File: src/rtl/alu_regfile_flags.sv
// alu_regfile_flags: register file, masked flag register and carry feedback around the 8-bit ALU.
module alu_regfile_flags #(
  parameter int DW = 8,
  parameter int NREGS = 4,
  parameter int AW = 2
) (
  input  logic          clk,
  input  logic          rst,
  input  logic [AW-1:0] ra_addr,
  input  logic [AW-1:0] rb_addr,
  output logic [DW-1:0] A,
  output logic [DW-1:0] B,
  input  logic          wr_en,
  input  logic [AW-1:0] wr_addr,
  input  logic [DW-1:0] y,
  input  logic          z,
  input  logic          n,
  input  logic          c,
  input  logic          v,
  input  logic          bor,
  input  logic [4:0]    flag_we,
  input  logic          use_carry,
  input  logic          stall,
  output logic          Ext_cin,
  output logic [4:0]    flags,
  output logic [7:0]    wr_count
);
  logic [DW-1:0] regs [NREGS];
  logic          commit;
  assign commit = wr_en & ~stall & ~rst;
  // write-first bypass so a chained op sees the result being written this cycle
  assign A = (commit && wr_addr == ra_addr) ? y : regs[ra_addr];
  assign B = (commit && wr_addr == rb_addr) ? y : regs[rb_addr];
  assign Ext_cin = use_carry & flags[2];
  always_ff @(posedge clk or posedge rst) begin
    if (rst) begin
      for (int i = 0; i < NREGS; i++) regs[i] <= '0;
      flags <= '0;
      wr_count <= '0;
    end else begin
      if (commit) begin
        regs[wr_addr] <= y;
        wr_count <= wr_count + 8'd1;
      end
      if (!stall) flags <= (flags & ~flag_we) | ({z, n, c, v, bor} & flag_we);
    end
  end
endmodule

File: config.mk
export PLATFORM = sky130hd
export DESIGN_NAME = alu_regfile_flags
export DESIGN_NICKNAME = d
export VERILOG_FILES = /design/src/rtl/alu_regfile_flags.sv
export SDC_FILE = /design/constraint.sdc
export NUM_CORES = 1
export LEC_CHECK = 0
export BUFFER_PORTS_ARGS = -buffer_cell sky130_fd_sc_hd__clkbuf_2
export CAP_MARGIN = 20
export CORE_MARGIN = 2
export CORE_UTILIZATION = 39
export CTS_BUF_LIST = sky130_fd_sc_hd__clkbuf_8
export DETAILED_ROUTE_END_ITERATION = 16
export SLEW_MARGIN = 20
export SYNTH_ARGS = -nofsm -noshare
export SYNTH_HDL_FRONTEND = slang
export SYNTH_SLANG_ARGS = --single-unit
File: constraint.sdc
create_clock -name clk -period 2.95 [get_ports clk]
set_input_delay 0.7375 -clock clk [delete_from_list [all_inputs] [get_ports clk]]
set_output_delay 0.7375 -clock clk [all_outputs]
set_load 0.05 [all_outputs]
== Word-level counts from Yosys, hierarchy flattened ==
Cells that the tools add are included.
Word-level totals
  register bits after elaboration: 45
  input bits: 29
Operators by class
  $add $sub $neg: 1
  magnitude comparators: 4
  eq/ne operators: 2
  muxes and demuxes: 11
  bitwise logic cells: 12
  reductions and logical operators: 3
Operators by type and width (count)
  $mux 8: 7
  $bmux 8 s2: 2
  $bwmux 32: 1
  $demux 8 s2: 1
  $and 5x5->5: 2
  $ge 3x3->1 const B: 3
  $not 2->3: 3
  $add 8x1->8 const B: 1
  $not 5->5: 1
  $or 5x5->5: 1
  $eq 2x2->1: 2
  $and 1x1->1: 3
  $logic_and 1x1->1: 3
  $lt 3x1->1 const B: 1
  $not 1->1: 2

== Longest topological paths before layout ==
  depth in word-level cells: 6
  depth in mapped cells: 4
  gate-level depth less buffers: 3

== Worst setup path after synthesis ==
OpenSTA, ideal clock, no wires.
  kind: in2out
  start: in wr_addr[0]
  end: out A[0]
  arrival time: 1.919 ns
  data required time: 2.213 ns
  slack: 0.293 ns
  cell stages on the path: 4
  path through: clkbuf_1 -> xnor2_1 -> nand3_1 -> mux2_2
Between the ends
  word-level cells in the longest chain between the ends: 3
RTL lines
  start: declaration: RTL line 14  | input logic [AW-1:0] wr_addr,
  $eq 2x2->1: RTL line 32  | assign A = (commit && wr_addr == ra_addr) ? y : regs[ra_addr];
  $logic_and 1x1->1: RTL line 32
  $mux 8: RTL line 32
  end: declaration: RTL line 11  | output logic [DW-1:0] A,
No other way between the ends.

== Worst setup path after layout ==
  start: in ra_addr[0]
  end: out A[4]
Between the ends
  word-level cells in the longest chain between the ends: 5
RTL lines
  start: declaration: RTL line 9  | input logic [AW-1:0] ra_addr,
  $not 2->3 (implied by the code): RTL line 32
  $bmux 8 s2: RTL line 32
  $mux 8 (implied by the code) (2 in series): RTL line 32
  $mux 8 (*): RTL line 32
Mark *: on every way between the ends. The rest lies on a longest branch, timed or not. The select of a mux whose other input is x is not followed.

==> results.py <==
metrics = {
    "route": {
        "drc": 0,
        "wire_per_inst_um": 16.8,
        "num_vias": 1624,
        "dr.pass1.iters": 4,
        "drt-vias-per-instance": 5.34,
        "final_antenna_net_count": 0,
        "wl_um": 5090,
        "drt_iter0_markers": 47,
    },
    "cts": {
        "cts.path.max_buffers": 2,
        "hold_buffers": 0,
        "cts_max_level": 2,
        "clock_latency_ns": 0.30,
        "clock-sinks": 45,
        "cts_buffers": 5,
        "cts_tree": "built",
        "cts-root-buf": "clkbuf_8",
        "path_clk_slew_ns": 0.09,
    },
    "die": {
        "initial_utilization": 0.404,
        "die_area_um2": 6810,
        "rows": 28,
        "die_w_um": 82.5,
        "core-area_um2": 5960,
        "die_y_um": 82.5,
        "io_pins": 59,
    },
    "placement": {
        "port_buffers": 58,
        "place.gp.congestion": 0.737,
        "post_dp_cell_area_um2": 2830,
        "post-dp-hpwl_um": 3630,
    },
    "setup_path": {
        "critPathLaunchType": "input port",
        "r2r_cells": 3,
        "worstPathArrival_ns": 2.14,
        "required_ns": 2.21,
        "crit_start": "ra_addr[0]",
        "crit_fanout": 9,
        "critical_path_class": "input port to primary output",
        "r2r-start": "wr_count[2]$_DFFE_PP0P_",
        "end_kind": "primary output",
        "r2r_setup_slack_ns": 1.92,
        "reg2reg_to": "wr_count[7]$_DFFE_PP0P_",
    },
    "logic_synthesis": {
        "synth-seq-area-share": 0.469,
        "synth_nets": 190,
        "syn_area_per_cell_um2": 15.0,
        "syn_area_um2": 2400,
        "yosys_warnings": 0,
        "synth_edf_count": 0,
        "ys_async_sr_fraction": 1.00,
        "synth_flop_cell": "dfrtp_1",
        "ys_ff_latch": 45,
        "netlist-cell-type-count": 20,
        "netlist_instances": 160,
    },
    "finish": {
        "final_util": 0.493,
        "layout_commonest_cell": "clkbuf_2",
        "antenna_cells": 0,
        "layout-drive-gt1-share": 0.646,
        "design_area_um2": 2940,
        "final_nets": 258,
        "fillCellCount": 554,
        "final_cell_mix": "55 x clkbuf_2, 53 x mux2_2, 45 x dfrtp_1, 16 x mux4_2, 11 x xnor2_1",
        "syn_to_final_growth_pct": 22.3,
    },
    "power_and_ir_drop": {
        "p_per_area_nw_per_um2": 724,
        "p_leak_nw": 1.33,
        "power_mw": 2.13,
        "ir_worst_vdd_mv": 0.474,
    },
    "grt": {
        "grt_pass1_wl_um": 7850,
        "grt_overflow_total": 0,
        "grt_antenna_before_repair": 0,
        "grt_use_total": 0.160,
        "grt_max_degree": 33,
        "grt_pass1_vias": 1503,
    },
    "timing": {
        "finalSetupViolations": 0,
        "tns_ns": 0,
        "relSlewSlack": 0.589,
        "rsz0062_at_grt": "no",
        "period_needed_ns": 2.88,
        "fmax_mhz": 348,
        "fin_skew_ns": 0.000374,
        "finalHoldViolCount": 0,
        "fin_crit_sh": 0.975,
        "slew_viol_final": 0,
        "tightest_slew_ns": 0.615,
    },
    "outcome": {
        "status": "complete, no violations",
    },
    "run": {
        "cap_violations": 0,
    },
    "min_path": {
        "min_path_type": "input port to asynchronous set/reset pin",
    },
}
-- stage by stage --
| stage | hold slack [ns] | std cells | worst slack (ns) |
|---|---|---|---|
| final | 0.416 | 304 | 0.0737 |
| after floorplan | 0.491 | 160 | 0.293 |
| after global routing | 0.451 | 304 | 0.0142 |
| after CTS | 0.428 | 301 | 0.0631 |
| after detailed placement | 0.467 | 293 | 0.0609 |
| after global placement | 0.463 | 293 | 0.0616 |
-- power by group --
| group | internal, mW | total, mW | switching [mW] |
|---|---|---|---|
| Combinational | 0.337 | 0.872 | 0.535 |
| Sequential | 0.757 | 0.868 | 0.111 |
| Clock | 0.166 | 0.388 | 0.222 |
| Total | 1.26 | 2.13 | 0.868 |
-- logic make-up (layout without fill, tap and decap cells) --
family,Yosys count,after routing,share of synthesized area
buffers and inverters,9,78,0.0161
flip-flops,45,45,0.469
adder cells (fa/ha/maj),1,1,0.00520
multiplexers,69,69,0.398
XOR/XNOR,11,11,0.0401
AND/OR/NAND/NOR,25,25,0.0718
-- Yosys cell counts (2+ instances only) --
cell type	instances	area [um^2]
buf_2	4	20.0
nand3_1	3	15.0
and2b_1	4	30.0
nand4_1	4	25.0
mux2_2	53	597
clkbuf_1	4	15.0
and3_1	2	12.5
mux4_2	16	360
nand2_1	5	18.8
dfrtp_1	45	1130
xnor2_1	11	96.3
-- repair_timing --
action | 4_1_cts | 5_1_grt
setup endpoints to repair | 0 | 15
endpoints found under the hold margin | 0 | 0
resized for setup | 0 | 3
buffers inserted | 0 | 3
-- worst max-delay path, cell delays in order --
cell      delay (ns)
clkbuf_2        0.32
mux4_2          0.55
mux2_2          0.28
clkbuf_2        0.24
-- worst max-delay path by stage --
stage,cells after the start,end,slack [ns]
after CTS,4,B[1],0.06
after floorplan,4,A[0],0.29
after detailed placement,4,B[1],0.06
after global routing,4,A[3],0.01
final,4,A[4],0.07
after global placement,4,A[4],0.06
-- per-layer routing --
| metal | vias to the layer above | GRT usage | part of all wire | wire [um] |
|---|---|---|---|---|
| li1 | 743 | - | - | - |
| met1 | 824 | 0.219 | 0.46 | 2330 |
| met2 | 43 | 0.248 | 0.47 | 2410 |
| met3 | 14 | 0.0402 | 0.050 | 257 |
| met4 | 0 | 0.0574 | 0.020 | 103 |
| met5 | - | 0 | 0 | 0 |
-- layout make-up --
cell class | count | area, um^2 | area share
Inverter | 1 | 3.75 | 0.00128
Clock inverter | 3 | 22.5 | 0.00766
Clock buffer | 5 | 68.8 | 0.0234
Tap cell | 75 | 93.8 | 0.0319
Multi-Input combinational cell | 106 | 1240 | 0.421
Sequential cell | 45 | 1130 | 0.383
Timing Repair Buffer | 69 | 385 | 0.131
Power figures use the tool's default switching activity.
